[config.mk]
export PLATFORM = sky130hd
export DESIGN_NAME = sys_array_host_ctrl
export DESIGN_NICKNAME = d
export VERILOG_FILES = /design/src/rtl/sys_array_host_ctrl.sv
export SDC_FILE = /design/constraint.sdc
export NUM_CORES = 1
export LEC_CHECK = 0
export ABC_AREA = 0
export CAP_MARGIN = 20
export CORE_MARGIN = 1
export CORE_UTILIZATION = 50
export CTS_BUF_LIST = sky130_fd_sc_hd__clkbuf_8
export DETAILED_ROUTE_END_ITERATION = 10
export GPL_TIMING_DRIVEN = 0
export HOLD_SLACK_MARGIN = 0.08
export PLACE_DENSITY = 0.89
export REMOVE_ABC_BUFFERS = 1
export SLEW_MARGIN = 40
export SYNTH_ARGS = -nofsm -noshare
export SYNTH_HDL_FRONTEND = slang
export SYNTH_SLANG_ARGS = --single-unit
[constraint.sdc]
create_clock -name clk -period 2.7 [get_ports clk]
set_input_delay 0.54 -clock clk [delete_from_list [all_inputs] [get_ports clk]]
set_output_delay 0.54 -clock clk [all_outputs]
set_load 0.03 [all_outputs]
[src/rtl/sys_array_host_ctrl.sv]
// Host-side initiator for sys_array_fetcher: collects A then B from an element stream,
// launches the computation, waits for the result and streams it back out row-major.
module sys_array_host_ctrl #(
   parameter int DATA_WIDTH  = 8,
   parameter int ARRAY_W     = 4,
   parameter int ARRAY_L     = 4,
   parameter int WAIT_CYCLES = ARRAY_L + 2*ARRAY_W + 4
) (
   input  logic                                             clk,
   input  logic                                             reset_n,
   input  logic                                             in_valid,
   output logic                                             in_ready,
   input  logic [DATA_WIDTH-1:0]                            in_data,
   output logic                                             out_valid,
   input  logic                                             out_ready,
   output logic [2*DATA_WIDTH-1:0]                          out_data,
   output logic                                             out_last,
   output logic                                             busy,
   output logic                                             load_params,
   output logic                                             start_comp,
   output logic [ARRAY_W-1:0][ARRAY_L-1:0][DATA_WIDTH-1:0]  data_a,
   output logic [ARRAY_W-1:0][ARRAY_L-1:0][DATA_WIDTH-1:0]  data_b,
   input  logic                                             fetch_ready,
   input  logic [ARRAY_W-1:0][ARRAY_W-1:0][2*DATA_WIDTH-1:0] fetch_data
);

   localparam int NA        = ARRAY_W * ARRAY_L;
   localparam int NR        = ARRAY_W * ARRAY_W;
   localparam int IDX_W     = $clog2(NA + 1);
   localparam int K_W       = $clog2(NR + 1);
   localparam int WC_W      = $clog2(WAIT_CYCLES + 1);
   localparam int IDX_SEL_W = $clog2(NA);
   localparam int K_SEL_W   = $clog2(NR);

   localparam logic [IDX_W-1:0] IDX_LAST = IDX_W'(NA - 1);
   localparam logic [K_W-1:0]   K_LAST   = K_W'(NR - 1);
   localparam logic [WC_W-1:0]  WC_MAX   = WC_W'(WAIT_CYCLES);
   localparam logic [WC_W-1:0]  WC_DONE  = WC_W'(WAIT_CYCLES - 1);

   typedef enum logic [2:0] {
      S_LOAD_A,
      S_LOAD_B,
      S_PARAM,
      S_START,
      S_WAIT,
      S_DRAIN
   } state_t;

   state_t                                r_state;
   state_t                                w_state_next;
   logic [IDX_W-1:0]                      r_idx;
   logic [K_W-1:0]                        r_k;
   logic [WC_W-1:0]                       r_wcnt;
   // Flat row-major buffers; element e lines up with [e/ARRAY_L][e%ARRAY_L] of the packed ports.
   logic [NA-1:0][DATA_WIDTH-1:0]         r_buf_a;
   logic [NA-1:0][DATA_WIDTH-1:0]         r_buf_b;
   logic [NR-1:0][2*DATA_WIDTH-1:0]       r_result;

   logic                                  w_idx_last;
   logic                                  w_k_last;
   logic                                  w_capture;
   logic [IDX_SEL_W-1:0]                  w_idx_sel;
   logic [K_SEL_W-1:0]                    w_k_sel;

   assign w_idx_last = (r_idx == IDX_LAST);
   assign w_k_last   = (r_k == K_LAST);
   assign w_idx_sel  = r_idx[IDX_SEL_W-1:0];
   assign w_k_sel    = r_k[K_SEL_W-1:0];
   // fetch_ready is sticky from earlier jobs, so the minimum wait must be honoured on its own.
   assign w_capture  = (r_state == S_WAIT) && (r_wcnt >= WC_DONE) && fetch_ready;

   assign data_a   = r_buf_a;
   assign data_b   = r_buf_b;
   assign out_data = r_result[w_k_sel];

   always_ff @(posedge clk or negedge reset_n) begin
      if (!reset_n) begin
         r_state <= S_LOAD_A;
      end else begin
         r_state <= w_state_next;
      end
   end

   always_comb begin
      w_state_next = r_state;
      in_ready     = 1'b0;
      out_valid    = 1'b0;
      out_last     = 1'b0;
      load_params  = 1'b0;
      start_comp   = 1'b0;
      busy         = 1'b1;
      case (r_state)
         S_LOAD_A: begin
            busy     = 1'b0;
            in_ready = reset_n;
            if (in_valid && w_idx_last) begin
               w_state_next = S_LOAD_B;
            end
         end
         S_LOAD_B: begin
            in_ready = reset_n;
            if (in_valid && w_idx_last) begin
               w_state_next = S_PARAM;
            end
         end
         S_PARAM: begin
            load_params  = 1'b1;
            w_state_next = S_START;
         end
         S_START: begin
            start_comp   = 1'b1;
            w_state_next = S_WAIT;
         end
         S_WAIT: begin
            if (w_capture) begin
               w_state_next = S_DRAIN;
            end
         end
         S_DRAIN: begin
            out_valid = 1'b1;
            out_last  = w_k_last;
            if (out_ready && w_k_last) begin
               w_state_next = S_LOAD_A;
            end
         end
         default: begin
            w_state_next = S_LOAD_A;
         end
      endcase
   end

   always_ff @(posedge clk or negedge reset_n) begin
      if (!reset_n) begin
         r_idx    <= '0;
         r_k      <= '0;
         r_wcnt   <= '0;
         r_buf_a  <= '0;
         r_buf_b  <= '0;
         r_result <= '0;
      end else begin
         case (r_state)
            S_LOAD_A: begin
               if (in_valid) begin
                  r_buf_a[w_idx_sel] <= in_data;
                  r_idx              <= w_idx_last ? '0 : r_idx + IDX_W'(1);
               end
            end
            S_LOAD_B: begin
               if (in_valid) begin
                  r_buf_b[w_idx_sel] <= in_data;
                  r_idx              <= w_idx_last ? '0 : r_idx + IDX_W'(1);
               end
            end
            S_START: begin
               r_wcnt <= '0;
            end
            S_WAIT: begin
               if (r_wcnt != WC_MAX) begin
                  r_wcnt <= r_wcnt + WC_W'(1);
               end
               if (w_capture) begin
                  r_result <= fetch_data;
               end
            end
            S_DRAIN: begin
               if (out_ready) begin
                  r_k <= w_k_last ? '0 : r_k + K_W'(1);
               end
            end
            default: begin
            end
         endcase
      end
   end

endmodule

==> results of run 1 <==
==> metal layers <==
| metal | vias to the layer above | part of all wire, % | track usage, % |
|---|---|---|---|
| li1 | 6316 | - | - |
| met1 | 7711 | 35 | 34.0 |
| met2 | 694 | 49 | 52.1 |
| met3 | 237 | 11 | 14.3 |
| met4 | 22 | 5.1 | 16.5 |
| met5 | - | 0.24 | 0 |
==> area by class of cell <==
class / instances / area [um^2] / share of cell area (%)
flip-flops and latches: 530 / 13300 / 42.5
repair buffers: 630 / 6770 / 21.7
well taps: 585 / 732 / 2.34
diodes: 10 / 25.0 / 0.0801
clock inverters: 40 / 280 / 0.897
multi-input cells: 751 / 8560 / 27.4
clock buffers: 113 / 1560 / 4.98
inverters: 9 / 33.8 / 0.108
==> per-stage QoR <==
step	cells	total power, mW
floorplan	1290	17.6
global placement	2421	22.7
detailed placement	2462	23.2
CTS	2650	31.6
global route	2662	32.9
finish	2668	31.8
==> placed cells by master, fill, tap and decap left out, types with 4 or more instances in the layout <==
| cell type | n |
|---|---|
| nand2b_1 | 4 |
| o21ai_0 | 7 |
| dfrtp_1 | 522 |
| nand2_1 | 40 |
| mux2_2 | 465 |
| buf_2 | 9 |
| clkbuf_8 | 113 |
| buf_16 | 21 |
| a22oi_1 | 4 |
| dfrtp_2 | 6 |
| and3_1 | 4 |
| clkinvlp_4 | 4 |
| buf_12 | 12 |
| buf_6 | 27 |
| ha_1 | 7 |
| nor2_1 | 6 |
| nand3_1 | 9 |
| mux2_1 | 47 |
| clkdlybuf4s50_1 | 515 |
| nand3b_1 | 4 |
| diode_2 | 10 |
| clkinv_2 | 7 |
| inv_1 | 31 |
| mux4_2 | 64 |
| buf_4 | 33 |
| a22oi_2 | 28 |
| nor2_2 | 11 |
==> where the power goes <==
| part | total [mW] | switching, mW | leakage [nW] | internal [mW] |
|---|---|---|---|---|
| clock | 7.44 | 3.39 | 1.02 | 4.05 |
| sequential | 11.1 | 1.31 | 6.84 | 9.81 |
| combinational | 13.3 | 7.07 | 6.05 | 6.19 |
| total | 31.8 | 11.8 | 13.9 | 20.1 |
==> state kept, by name (all words and copies together) (netlist names) <==
register  flops
r_k           5
data_b      128
r_state       3
r_wcnt        5
data_a      128
r_result    256
r_idx         5
==> worst reg2reg max path: stages (launching register included) <==
cell	delay [ps]
dfrtp_2	430
buf_4	130
or3b_4	420
a211oi_4	200
buf_4	180
buf_6	140
buf_4	180
buf_4	200
buf_6	200
mux2_1	370
==> final timing paths <==
| kind | from | endpoint | slack, ps | cells after the start |
|---|---|---|---|---|
| worst max-delay path | r_k[0] | out_data[0] | -340 | 6 |
| worst min-delay path | reset_n | r_result[245] | 170 | 5 |
| worst max register to register | r_state[2] | r_result[230] | 110 | 9 |
| worst min register to register | r_result[7] | r_result[7] | 480 | 1 |
| max in group asynchronous | reset_n | r_result[6] | 1150 | 5 |
| min in group clk | in_data[3] | data_b[67] | 370 | 2 |
==> cells in the mapped netlist (all sizes together) <==
cell type,count,share of area [%]
nor3b,3,0.10
xnor2,2,0.079
nand3b,4,0.14
a22oi,32,1.1
nor2,18,0.43
clkbuf,48,0.81
o31ai,3,0.10
mux2i,3,0.14
or4,2,0.068
and4b,1,0.045
mux2,512,26
and3,5,0.14
o21a,1,0.034
ha,8,0.45
a31oi,2,0.057
xor2,1,0.040
or3,1,0.028
buf,42,1.4
nand3,9,0.20
and2b,1,0.034
nor4,2,0.057
nor3,6,0.23
a41o,1,0.045
nor2b,6,0.17
a211oi,1,0.090
and2,2,0.057
nor4bb,1,0.045
inv,9,0.15
mux4,64,6.5
nand2,42,0.71
o21ai,7,0.16
or3b,3,0.12
nand4,1,0.028
dfrtp,530,60
a21o,1,0.034
a21oi,2,0.045
nand2b,4,0.11
==> kinds of logic after synthesis <==
group / Yosys count / share of synthesized area (%)
muxes: 579 / 32.7
DFF: 530 / 59.9
and+or+nand+nor: 111 / 2.71
buffers and inverters: 99 / 2.41
AOI/OAI and AO/OA: 50 / 1.65
adders and majority gates: 8 / 0.452
xor gates and xnor gates: 3 / 0.119
==> timing repair <==
action | 4_1_cts | 5_1_grt
hold endpoints to repair | 95 | 0
hold buffers | 11 | 0
gates resized for setup | 179 | 13
setup buffers | 19 | 7
pin swaps | 23 | 13
gates cloned | 6 | 1
endpoints found under the setup margin | 234 | 128
==> qor.txt, run 1 <==
Clock Sinks: 530
TritonRoute pass-1 iters: 5
Initial antenna violation count: 18
Final period utilization: 113%
Setup Skew: 23.6 ps
Crit path largest cell delay: 520 ps
Hold_ws: 169 ps
Final instance area: 31200 um^2
Synthesized area: 22100 um^2
DRT iter0 DRCs: 779
Std cell rows: 76
P&R area growth vs syn: 41.2%
Failing checks: setup timing
Initial Util: 51.0%
Fin crit period: 3040 ps
DP HPWL: 45300 um
Setup crit end kind: output port
Worst-path cell chain: buf_16, buf_12, mux4_2, a22oi_2, nand2_1, buf_6
DRC: 0
Power per cell area: 1020 nW/um^2
Setup WS post-layout: -345 ps
Max Fclk: 328 MHz
Ys Warns: 0
Pin count of the biggest net entering global routing: 79
Via count: 14980
Fill count: 2529
Nets: 2287
DIE WIDTH: 212 um
Static leakage: 13.9 nW
Max cap viols: 0
Vias in the first global route: 17015
Max-slew violation count: 0
Total CTS buffers: 88
Critical Path RT: 2160 ps
FF+latch count, synth: 530
Seq/Total Area, Yosys: 59.9%
RSZ-0062 raised after global routing: true
Syn avg cell area: 16.0 um^2
Outcome: complete, but fails checks
Reg clk slew, reported paths: 60 ps
Crit Path Max Fanout: 6
Delay-heaviest family, CP: multiplexers
DRT Wirelength: 70800 um
IO Pins: 547
Tot GR Track Use: 31.6%
Root Buffer: clkbuf_8
GR Overflow Total: 0
Hold Vio Cnt, Final: 0
WP buf/inv: 3
Worst slew pin tran: 838 ps
Die extent in y: 212 um
Placed Area: 28400 um^2
Cells after Synth: 1380
Setup-failing EPs final: 17
Startpoint type of the worst setup path: flop
Drt via density: 5.61
Core Area: 43400 um^2
Min-Delay Path Class: in -> async
Worst VDD drop: 0.959 mV
Clock latency on the worst-skew pair: 670 ps
CP max-delay cell: mux4_2
Clock Path Buffers: 3
Fraction of layout cells with a size suffix above 1: 40.2%
Worst Path Arrival: 2500 ps
CTS HTree Levels: 3
CTS tree: built
RePlAce Congestion: 0.808
Port bufs: 546
Final core utilization: 72.0%
Cell variety after synth: 43
Relative slew margins: 44.2%
TNS Setup: -4670 ps
Setup WS pre-CTS: -761 ps
Critical path class: reg -> out
First-pass GRT wire length: 104000 um
Die ar.: 45100 um^2
Wire length per cell: 26.5 um
Antenna-violating nets left: 0
Note: power is estimated with default switching activity, not from simulation.
==> run 2, diff against run 1 <==
- SLEW_MARGIN: 40 -> 10
==> run 2 against run 1 <==
The flow still finishes with violations (setup timing); non-clock buffer count fell by 17; via count rose by 1.3%; die area did not move; register-to-register slack got worse by 40 ps; design area fell by 0.72%; combinational power barely moved; core utilization fell by 0.52 points; worst hold slack improved by 310 ps; global-route usage fell by 0.50 points; flip-flop and latch count did not move; critical endpoint is now out_data[8]; highest routed layer unchanged.
==> qor.txt, run 2 (synthesis gave the netlist of run 1 again) <==
Min-Delay Path Class: in -> reg
Total CTS buffers: 87
Nets: 2269
Worst VDD drop: 0.918 mV
Fill count: 2538
Die extent in y: 212 um
Setup WS pre-CTS: -777 ps
Clock Sinks: 530
Antenna-violating nets left: 0
Critical path class: reg -> out
Setup Skew: 27.2 ps
Initial Util: 51.0%
Die ar.: 45100 um^2
Crit Path Max Fanout: 6
Max cap viols: 0
Pin count of the biggest net entering global routing: 117
P&R area growth vs syn: 40.2%
Failing checks: setup timing
Std cell rows: 76
IO Pins: 547
Final instance area: 31000 um^2
Tot GR Track Use: 31.1%
Setup crit end kind: output port
Setup WS post-layout: -476 ps
Hold Vio Cnt, Final: 0
Placed Area: 28400 um^2
Worst Path Arrival: 2640 ps
Max Fclk: 315 MHz
Initial antenna violation count: 11
Root Buffer: clkbuf_8
DRT Wirelength: 72300 um
Most frequent cells in the layout: 523 x dfrtp_1, 516 x clkdlybuf4s50_1, 465 x mux2_2
Setup-failing EPs final: 18
Outcome: complete, but fails checks
First-pass GRT wire length: 103000 um
Register area: 13300 um^2
CTS HTree Levels: 3
Reg clk slew, reported paths: 70 ps
Power per cell area: 1030 nW/um^2
Largest register FFs: 256
Relative slew margins: 42.4%
Fraction of layout cells with a size suffix above 1: 38.9%
Fin crit period: 3180 ps
Drt via density: 5.73
Port bufs: 546
RePlAce Congestion: 0.808
Commonest non-fill, non-tap cell in the layout: dfrtp_1
DP HPWL: 44000 um
Core Area: 43400 um^2
Final period utilization: 118%
Multi-input gate area in the final layout: 8490 um^2
Wire length per cell: 27.3 um
Static leakage: 13.8 nW
GR Overflow Total: 0
CTS tree: built
Vias in the first global route: 16513
RSZ-0062 raised after global routing: true
Clock Path Buffers: 3
Worst slew pin tran: 864 ps
Startpoint type of the worst setup path: flop
Final core utilization: 71.5%
DIE WIDTH: 212 um
DRC: 0
Register with the most flip-flops: r_result
TritonRoute pass-1 iters: 5
DRT iter0 DRCs: 1087
Critical Path RT: 2160 ps
Via count: 15170
Max-slew violation count: 0
Clock latency on the worst-skew pair: 670 ps
## run 2: cell types whose count changed in the layout (fill, tap and decap cells not counted), sizes merged
cell	change
clkdlybuf4s50	+1
clkinv	-6
diode	-2
buf	-19
dlygate4sd2	-1
clkinvlp	-1
inv	+6
dlygate4sd3	-1
clkbuf	+1
bufinv	+1
clkdlybuf4s15	+2
## run 2: repair_timing
item / CTS / global route
hold buffers: 5 / 1
pin swaps: 12 / 14
endpoints found under the hold margin: 50 / 215
cloned: 6 / 2
setup buffers: 21 / 7
setup endpoints to repair: 230 / 57
gates resized for setup: 162 / 30
## run 2: power by group
group,switching [mW],internal [mW],total (mW),leakage (nW)
logic,7.06,6.19,13.3,5.93
registers,1.30,9.81,11.1,6.85
clock network,3.34,4.12,7.45,1.04
total,11.7,20.1,31.8,13.8
## run 2: worst paths after layout
check                           cells after the start             from            end  slack (ps)
worst min-delay path                                2  fetch_data[251]  r_result[251]         480
worst max-delay path                                8           r_k[0]    out_data[8]        -480
min in group asynchronous                           4          reset_n     data_b[18]         550
worst min register to register                      1    r_result[234]  r_result[234]         480
worst max register to register                      4       r_state[1]     data_a[81]          70
max in group asynchronous                           4          reset_n   r_result[86]         860
## run 2: layer usage
| layer | part of all wire, % | GRT usage (%) |
|---|---|---|
| met5 | 0.14 | 0 |
| met4 | 4.5 | 14.5 |
| met3 | 11 | 13.1 |
| met2 | 49 | 51.3 |
| met1 | 35 | 34.8 |
## run 2: stage by stage
step	power, mW	std cells	hold WS, ps	TNS, ps
floorplan	17.6	1290	244	-1472980
global placement	22.7	2421	463	-
detailed placement	23.1	2450	473	-82040
CTS	31.5	2635	422	-7060
global route	32.9	2645	440	-8400
finish	31.8	2649	481	-6450
## run 2: area by class of cell
| class | count | area share (%) |
|---|---|---|
| Clock inverter | 40 | 0.896 |
| Tap cell | 585 | 2.36 |
| Sequential cell | 530 | 42.8 |
| Clock buffer | 113 | 5.01 |
| Inverter | 9 | 0.109 |
| Multi-Input combinational cell | 751 | 27.4 |
| Antenna cell | 8 | 0.0646 |
| Timing Repair Buffer | 613 | 21.4 |
## run 2: critical path, stage by stage, from the launching register on
cell	delay, ps
dfrtp_4	520
buf_12	160
buf_16	130
buf_12	140
buf_12	140
mux4_2	460
a22oi_2	170
nand2_1	100
buf_6	160
